<file path="src/rtl/less_comparator.sv">
// less_comparator: registered unsigned magnitude comparator, out <= (a < b).
// METHOD selects the combinational architecture feeding the result register:
//   0 = behavioural '<', 1 = subtraction borrow-out, 2 = MSB-first ripple,
//   3 = 3-bit chunked compare with priority merge, 4 = (lt, eq) binary tree.
//   Any other value falls back to behavioural. All variants are bit-identical
//   and share the single register stage (latency 1, throughput 1/cycle).
// Optional macro LESS_COMPARATOR_SELFCHECK_EN adds a simulation-only
// cross-check of the selected architecture against behavioural '<'.
`timescale 1ns/1ps

module less_comparator #(
  parameter int WIDTH  = 12,
  parameter int METHOD = 4
) (
  input  logic             clk,
  input  logic             rst_n,
  input  logic [WIDTH-1:0] a,
  input  logic [WIDTH-1:0] b,
  output logic             out
);

  logic out_d;
  logic out_q;

  generate
    if (METHOD == 1) begin : g_sub
      // Extend both operands by one zero bit; the MSB of the difference is
      // the borrow, which is set exactly when a < b.
      logic [WIDTH:0] diff;
      assign diff  = {1'b0, a} - {1'b0, b};
      // Shifting right by WIDTH leaves only the borrow bit in position 0.
      assign out_d = |(diff >> WIDTH);

    end else if (METHOD == 2) begin : g_ripple
      // Walk from the MSB down; the first differing bit decides the result.
      always_comb begin
        logic lt_r;
        logic gt_r;
        // NOTE: blocking '=' in combinational blocks, every variable gets a
        // default before the loop so no path leaves it unassigned (no latch).
        lt_r = 1'b0;
        gt_r = 1'b0;
        for (int i = WIDTH - 1; i >= 0; i--) begin
          lt_r = lt_r | (~gt_r & ~a[i] &  b[i]);
          gt_r = gt_r | (~lt_r &  a[i] & ~b[i]);
        end
        out_d = lt_r;
      end

    end else if (METHOD == 3) begin : g_chunk
      localparam int NCH = (WIDTH + 2) / 3;
      localparam int PW  = 3 * NCH;
      // The top chunk is zero-extended when WIDTH is not a multiple of 3.
      logic [PW-1:0] a_pad;
      logic [PW-1:0] b_pad;
      assign a_pad = PW'(a);
      assign b_pad = PW'(b);

      // Compare each 3-bit chunk, then let higher chunks override lower ones.
      always_comb begin
        logic lt_m;
        lt_m = 1'b0;
        for (int k = 0; k < NCH; k++) begin
          if (a_pad[3*k +: 3] < b_pad[3*k +: 3]) begin
            lt_m = 1'b1;
          end else if (a_pad[3*k +: 3] != b_pad[3*k +: 3]) begin
            lt_m = 1'b0;
          end
        end
        out_d = lt_m;
      end

    end else if (METHOD == 4) begin : g_tree
      localparam int LEVELS = $clog2(WIDTH);
      // Reduce (lt, eq) leaf pairs level by level; node j of the next level
      // merges nodes 2j+1 (high) and 2j (low). An unpaired top node passes
      // through. Index WIDTH is a spare slot so every index stays in range.
      always_comb begin
        logic [WIDTH:0] lt_t;
        logic [WIDTH:0] eq_t;
        int             cnt;
        lt_t = {1'b0, ~a & b};
        eq_t = {1'b1, ~(a ^ b)};
        cnt  = WIDTH;
        for (int l = 0; l < LEVELS; l++) begin
          for (int j = 0; j < (WIDTH + 1) / 2; j++) begin
            if (2*j + 1 < cnt) begin
              lt_t[j] = lt_t[2*j+1] | (eq_t[2*j+1] & lt_t[2*j]);
              eq_t[j] = eq_t[2*j+1] & eq_t[2*j];
            end else if (2*j < cnt) begin
              lt_t[j] = lt_t[2*j];
              eq_t[j] = eq_t[2*j];
            end
          end
          cnt = (cnt + 1) / 2;
        end
        out_d = lt_t[0];
      end

    end else begin : g_behav
      assign out_d = (a < b);
    end
  endgenerate

  // Result register: cleared asynchronously, otherwise captures a < b.
  always_ff @(posedge clk or negedge rst_n) begin
    // NOTE: sequential state uses non-blocking '<=' so all flops update
    // together at the edge regardless of statement order.
    if (!rst_n) begin
      out_q <= 1'b0;
    end else begin
      out_q <= out_d;
    end
  end

  assign out = out_q;

`ifdef LESS_COMPARATOR_SELFCHECK_EN
  // Simulation-only cross-check of the selected architecture against '<'.
  always @(posedge clk) begin
    if (rst_n && (out_d !== (a < b))) begin
      $error("less_comparator METHOD=%0d: a=%h b=%h method_result=%b expected=%b",
             METHOD, a, b, out_d, (a < b));
    end
  end
`endif

endmodule

</file>
<file path="config.mk">
export PLATFORM = sky130hd
export DESIGN_NAME = less_comparator
export DESIGN_NICKNAME = d
export VERILOG_FILES = /design/src/rtl/less_comparator.sv
export SDC_FILE = /design/constraint.sdc
export NUM_CORES = 1
export LEC_CHECK = 0
export CAP_MARGIN = 5
export CELL_PAD_IN_SITES_DETAIL_PLACEMENT = 0
export CELL_PAD_IN_SITES_GLOBAL_PLACEMENT = 1
export CORE_MARGIN = 5
export CORE_UTILIZATION = 20
export DETAILED_ROUTE_END_ITERATION = 7
export PLACE_DENSITY = 0.76
export SLEW_MARGIN = 25
export SYNTH_ARGS = -nofsm -noshare
export SYNTH_HDL_FRONTEND = slang
export SYNTH_SLANG_ARGS = --single-unit
export TNS_END_PERCENT = 10
</file>
<file path="constraint.sdc">
create_clock -name clk -period 0.8 [get_ports clk]
set_input_delay 0.16 -clock clk [delete_from_list [all_inputs] [get_ports clk]]
set_output_delay 0.16 -clock clk [all_outputs]
set_load 0.03 [all_outputs]
</file>
---- After elaboration in Yosys (flattened, before gate mapping) ----
Cells that the tools add are included.
storage, ports and cells
  output and inout port bits .............. 1
  word-level logic and storage cells ...... 34
  bits in registers ....................... 1
  input bits .............................. 26
cells by class
  bitwise logic cells ..................... 33
operator list
  operator            number
  NOT 12 bit          2
  bitwise AND 1 bit   18
  bitwise AND 12 bit  1
  XOR 12 bit          1
  bitwise OR 1 bit    11

---- Depth between registers and ports, before layout ----
Gate-level depths: netlist of run 1.
  word-level depth ........................ 10
  depth in mapped cells ................... 6
  gate-level depth less buffers ........... 6

---- Least setup slack after synthesis of run 1 ----
OpenSTA, ideal clock, no wires.
  kind .................................... input -> register
  start point ............................. input port a[10]
  end point ............................... register out_q, in the netlist out
  setup time .............................. 0.125 ns
  data required time ...................... 0.675 ns
  path slack .............................. -0.547 ns
  buffers on the path ..................... 0
  arrival ................................. 1.222 ns
  stages on the path ...................... 6
  cell sequence ........................... inv_1 ha_1 a2111oi_4 o211ai_1 a221oi_2 nor3_1
between the ends
  word-level cells in the longest chain between the ends .. 6
  elaborated cells between the ends (all ways) .. 12
  those cells by class .................... bitwise: 12
RTL lines
  item                                                   RTL line  RTL
  start: declaration                                     17        input logic [WIDTH-1:0] a,
  NOT 12 bit or XOR 12 bit (tied branches)               82, 83
  bitwise AND 12 bit or NOT 12 bit (tied branches)       82, 83
  bitwise AND 1 bit (on tied branches)                   88, 89
  bitwise OR 1 bit (tied with other cells)               88        lt_t[j] = lt_t[2*j+1] | (eq_t[2*j+1] & lt_t[2*j]);
  bitwise OR 1 bit or bitwise AND 1 bit (tied branches)  88
  bitwise OR 1 bit *                                     88
  via out_d                                              22        logic out_d;
  end signal: assignment                                 112       out_q <= out_d;
  end: declaration                                       23        logic out_q;
Mark *: on every way through the listed nets, which the timed path passes. The rest lies on a longest branch.

---- Worst setup path after layout of run 1 ----
Same ends and word-level chain as after synthesis.

==> flow_metrics.env, run 1 <==
export IMPL_outcome="finished, violations left"
export IMPL_violations="setup timing"
export IMPL_io_pins=27
export IMPL_worst_path_stages=7
export IMPL_fin_cells=83
export IMPL_vias=366
export IMPL_gp_congestion=0.612
export IMPL_first_iter_violations=0
export IMPL_setup_ws_ns=-0.513
export IMPL_antenna_found_initial=0
export IMPL_dieArea_um2=2550
export IMPL_fmax_mhz=762
export IMPL_grt_pass1_wl_mm=1.27
export IMPL_yosysSeqAreaShare=0.0763
export IMPL_grt_total_usage=0.0580
export IMPL_crit_chain="buf_6 > inv_4 > ha_4 > a2111oi_4 > o211ai_1 > a221oi_2 > nor3_1"
export IMPL_dpl_instance_area_um2=676
export IMPL_cp_end_kind="flip-flop"
export IMPL_slew_viol_final=0
export IMPL_stdcell_area_um2=673
export IMPL_start_util=0.215
export IMPL_hold_viol_final=0
export IMPL_portBuffers=26
export IMPL_max_cap_violations=0
export IMPL_internal_power_uw=253
export IMPL_dpl_hpwl_um=761
export IMPL_fin_nets=106
export IMPL_max_stage_delay_ns=0.29
export IMPL_max_slew_margin=0.832
export IMPL_worstPathArrival_ns=1.19
export IMPL_dp_cells=83
export IMPL_avgSynthCellArea_um2=8.41
export IMPL_pwr_share_seq=0.156
export IMPL_die_y_um=50.5
export IMPL_pwr_share_clk=0
export IMPL_grt_ovfl_total=0
export IMPL_core_um2=1520
export IMPL_switching_share=0.350
export IMPL_fillers=157
export IMPL_area_delta_synth_final_pct=105
export IMPL_pwr_density_cell_nw_per_um2=577
export IMPL_pwr_share_comb=0.844
export IMPL_leakage_uw=0.000319
export IMPL_via_per_inst=4.41
export IMPL_hp_class="in -> async"
export IMPL_largest_reg_flops=1
export IMPL_setup_viol_count_final=1
export IMPL_yosys_warnings=0
export IMPL_diodes=0
export IMPL_rsz0062_at_grt="true"
export IMPL_num_rows=14
export IMPL_yosysUniqueCellTypes=15
export IMPL_syn_inst=39
export IMPL_crit_end="out"
export IMPL_syn_area_um2=328
export IMPL_drt_pass1_iter_count=1
export IMPL_top_register="out"
export IMPL_top_regs="out x1"
export IMPL_crit_fanout=2
export IMPL_drcViolationCount=0
export IMPL_die_w_um=50.5
export IMPL_p_switching_uw=136
export IMPL_drt_total_wl_um=824
export IMPL_ys_ff_latch=1
export IMPL_wl_per_cell_um=9.93
export IMPL_timing_final_crit_share=1.64
export IMPL_required_ns=0.67
export IMPL_final_util=0.442
export IMPL_worst_pin_slew_ns=0.251
export IMPL_critPathSlowestCell="a2111oi_4"
export IMPL_grt_pass1_vias=334
export IMPL_ctsHoldBuffers=0
export IMPL_crit_type="in -> reg"
export IMPL_crit_buf_inv=2
export IMPL_critPathLaunchType="input port"
export IMPL_drive_above_1_share=0.522
export IMPL_synth_fp_nets=76
export IMPL_antenna_left=0
export IMPL_critPathTopFamily="compound AO/OA/AOI/OAI gates"
export IMPL_grt_start_max_net_pins=3
export IMPL_cp_startpoint="a[10]"
export IMPL_peakVddDrop_mv=0.236
export IMPL_clk_pin_slew_ns=0
export IMPL_min_period_ns=1.31
[how the worst min path moves through the flow]
stage	to	cells past startpoint	from
6_report	out	1	rst_n
5_1_grt	out	1	rst_n
2_1_floorplan	out	0	rst_n
3_3_place_gp	out	1	rst_n
3_5_place_dp	out	1	rst_n
4_1_cts	out	1	rst_n
[layout by cell type, fill, tap and decap left out, types with 2 or more instances in the layout]
master,instances
ha_1,3
ha_4,7
a21oi_2,2
a21oi_1,2
nand2_1,2
inv_1,4
inv_2,6
dlygate4sd2_1,8
buf_2,9
clkdlybuf4s50_1,3
clkdlybuf4s15_1,3
buf_4,3
[logic make-up after synthesis]
kind of cell	Yosys count	share of synthesized area
AO/OA/AOI/OAI	8	0.229
adder cells (fa/ha/maj)	11	0.420
buffers and inverters	11	0.126
flip-flops	1	0.0763
AND/OR/NAND/NOR	8	0.149
[final cells by class]
type	instances	area (µm²)	area share
timing repair buffer	28	220	0.327
inverter	11	43.8	0.0651
tap	16	20.0	0.0297
sequential	1	25.0	0.0372
multi-input combinational	27	364	0.541
[synthesized netlist by cell type, drive strengths merged]
| cell type | number | share of area |
|---|---|---|
| a2111oi | 1 | 0.084 |
| a21oi | 4 | 0.061 |
| a221oi | 1 | 0.046 |
| and2 | 1 | 0.019 |
| and4 | 1 | 0.027 |
| dfrtp | 1 | 0.076 |
| ha | 11 | 0.42 |
| inv | 11 | 0.13 |
| nand2 | 2 | 0.023 |
| nand2b | 1 | 0.019 |
| nand4b | 1 | 0.027 |
| nor2b | 1 | 0.019 |
| nor3 | 1 | 0.015 |
| o211ai | 1 | 0.023 |
| o21ai | 1 | 0.015 |
[layer usage]
metal / part of all wire / wire, µm / GRT usage / vias up
met3: 0.11 / 89 / 0.00592 / 0
met5: 0 / 0 / 0 / -
met4: 0 / 0 / 0 / 0
li1: - / - / - / 191
met1: 0.37 / 301 / 0.0688 / 160
met2: 0.53 / 433 / 0.116 / 15
[through the flow]
stage                     setup WS [ns]  setup TNS (ns)  hold slack (ns)  power [µW]
after floorplan                  -0.354          -0.354           -0.136         214
after detailed placement         -0.935          -0.935            0.315         398
final                            -0.513          -0.513            0.313         389
after global placement           -0.922          -0.922            0.313         393
after global routing             -0.594          -0.594            0.326         432
after CTS                        -0.521          -0.521            0.318         394
[power by group through the flow]
stage | sequential, µW | clock [µW] | combinational, µW
2_1_floorplan | 75.8 | 0 | 138
3_3_place_gp | 60.6 | 0 | 332
3_5_place_dp | 61.0 | 0 | 337
4_1_cts | 61.0 | 0 | 333
5_1_grt | 61.2 | 0 | 370
6_report | 60.6 | 0 | 328
[timing repair]
| action | 4_1_cts | 5_1_grt |
|---|---|---|
| setup endpoints to repair | 1 | 1 |
| setup buffers | 0 | 0 |
| pin swaps | 20 | 1 |
| gates resized for setup | 61 | 0 |
Power figures use the tool's default switching activity.
==> run 2: changes to the inputs <==
--- a/config.mk
+++ b/config.mk
@@ -12,6 +12,7 @@
 export CORE_UTILIZATION = 20
 export DETAILED_ROUTE_END_ITERATION = 7
 export PLACE_DENSITY = 0.76
+export SKIP_LAST_GASP = 1
 export SLEW_MARGIN = 25
 export SYNTH_ARGS = -nofsm -noshare
 export SYNTH_HDL_FRONTEND = slang
==> results of run 2 <==
No change in the layout: final DEF, timing and power equal those of run 1.
==> run 3: changes to the inputs <==
--- a/config.mk
+++ b/config.mk
@@ -6,12 +6,12 @@
 export NUM_CORES = 1
 export LEC_CHECK = 0
 export CAP_MARGIN = 5
-export CELL_PAD_IN_SITES_DETAIL_PLACEMENT = 0
-export CELL_PAD_IN_SITES_GLOBAL_PLACEMENT = 1
-export CORE_MARGIN = 5
-export CORE_UTILIZATION = 20
+export CORE_AREA = 5 5 42 44
+export CTS_CLUSTER_DIAMETER = 50
+export CTS_CLUSTER_SIZE = 16
 export DETAILED_ROUTE_END_ITERATION = 7
-export PLACE_DENSITY = 0.76
+export DIE_AREA = 0 0 47 49
+export PLACE_DENSITY = 0.65
 export SKIP_LAST_GASP = 1
 export SLEW_MARGIN = 25
 export SYNTH_ARGS = -nofsm -noshare
==> run 3 against run 2 <==
The flow still finishes with violations (setup timing). Worst setup slack got worse by 0.0031 ns. Hold slack improved by 0.0022 ns. Final cell count unchanged. Power decreased by 0.61%. Global-route usage increased by 1.8 points. Sequential share of layout area increased by 0.085 points. Largest power group unchanged.
==> flow_metrics.env, run 3 (synthesis results as in run 1) <==
export IMPL_grt_pass1_vias=345
export IMPL_largest_reg_flops=1
export IMPL_grt_total_usage=0.0759
export IMPL_timing_final_crit_share=1.64
export IMPL_die_w_um=47
export IMPL_worst_pin_slew_ns=0.256
export IMPL_leakage_uw=0.000320
export IMPL_ctsHoldBuffers=0
export IMPL_drive_above_1_share=0.507
export IMPL_crit_fanout=2
export IMPL_grt_ovfl_total=0
export IMPL_required_ns=0.67
export IMPL_drcViolationCount=0
export IMPL_fin_cells=83
export IMPL_io_pins=27
export IMPL_dpl_worst_slack_ns=-0.940
export IMPL_cts_setup_buffers=0
export IMPL_die_y_um=49
export IMPL_slew_viol_final=0
export IMPL_top_register="out"
export IMPL_drt_total_wl_um=907
export IMPL_antenna_left=0
export IMPL_cp_end_kind="flip-flop"
export IMPL_area_delta_synth_final_pct=101
export IMPL_layout_commonest_cell="buf_2"
export IMPL_tns_ns=-0.516
export IMPL_max_slew_margin=0.829
export IMPL_worstPathArrival_ns=1.19
export IMPL_setup_ws_ns=-0.516
export IMPL_diodes=0
export IMPL_hold_viol_final=0
export IMPL_dp_cells=83
export IMPL_antenna_found_initial=0
export IMPL_gp_congestion=0.618
export IMPL_grt_start_max_net_pins=3
export IMPL_min_period_ns=1.32
export IMPL_rsz0062_at_grt="true"
export IMPL_core_um2=1400
export IMPL_wl_per_cell_um=10.9
export IMPL_max_cap_violations=0
export IMPL_peakVddDrop_mv=0.184
export IMPL_num_rows=14
export IMPL_drt_pass1_iter_count=1
export IMPL_violations="setup timing"
export IMPL_via_per_inst=4.41
export IMPL_fmax_mhz=760
export IMPL_hp_class="in -> async"
export IMPL_dieArea_um2=2300
export IMPL_critPathLaunchType="input port"
export IMPL_fillers=150
export IMPL_portBuffers=26
export IMPL_first_iter_violations=0
export IMPL_dpl_hpwl_um=824
export IMPL_vias=366
export IMPL_stdcell_area_um2=658
export IMPL_outcome="finished, violations left"
export IMPL_clk_pin_slew_ns=0
export IMPL_top_regs="out x1"
export IMPL_whs_ns=0.315
export IMPL_pwr_density_cell_nw_per_um2=587
export IMPL_grt_pass1_wl_mm=1.36
export IMPL_dpl_instance_area_um2=676
export IMPL_setup_viol_count_final=1
export IMPL_fin_nets=106
export IMPL_crit_type="in -> reg"
export IMPL_layout_common_cells="8 x buf_2, 6 x ha_4, 6 x dlygate4sd2_1"
export IMPL_start_util=0.234
## run 3: final cells by class
class | instances | area, µm² | share of cell area
inverters | 11 | 43.8 | 0.0665
multi-input cells | 27 | 352 | 0.534
flip-flops and latches | 1 | 25.0 | 0.0380
well taps | 16 | 20.0 | 0.0304
repair buffers | 28 | 218 | 0.331
## run 3: routing by layer
layer  GRT usage  vias up  share of wire
li1            -      192              -
met1      0.0677      160           0.32
met2       0.172       14           0.58
met3     0.00369        0           0.10
met4           0        0              0
met5           0        -              0
## run 3: per-stage QoR
stage / total power, µW / utilization
floorplan: 214 / -
global placement: 392 / 0.482
detailed placement: 400 / 0.482
CTS: 387 / 0.471
global route: 427 / 0.470
finish: 386 / 0.470
## run 3: worst max-delay path: stages
cell,delay (ns)
clkdlybuf4s15_1,0.20
ha_4,0.22
and4_4,0.19
and2_4,0.15
a221oi_2,0.20
nor3_1,0.06
## run 3: timing repair
| action | CTS | global route |
|---|---|---|
| endpoints found under the setup margin | 1 | 1 |
| resized for setup | 59 | 5 |
| pin swaps | 19 | 6 |
## run 3: final timing paths
check / startpoint / end / slack, ns / cells past startpoint
worst max-delay path: b[7] / out / -0.52 / 6
worst min-delay path: rst_n / out / 0.32 / 1
max in group asynchronous: rst_n / out / 0.38 / 1
min in group clk: out / out / 0.62 / 1
## run 3: report_power, final
part	leakage [µW]	total (µW)	switching [µW]	internal [µW]
Combinational	0.000307	325	133	192
Clock	0	0	0	0
Sequential	0.0000128	60.9	2.21	58.7
Total	0.000320	386	135	251
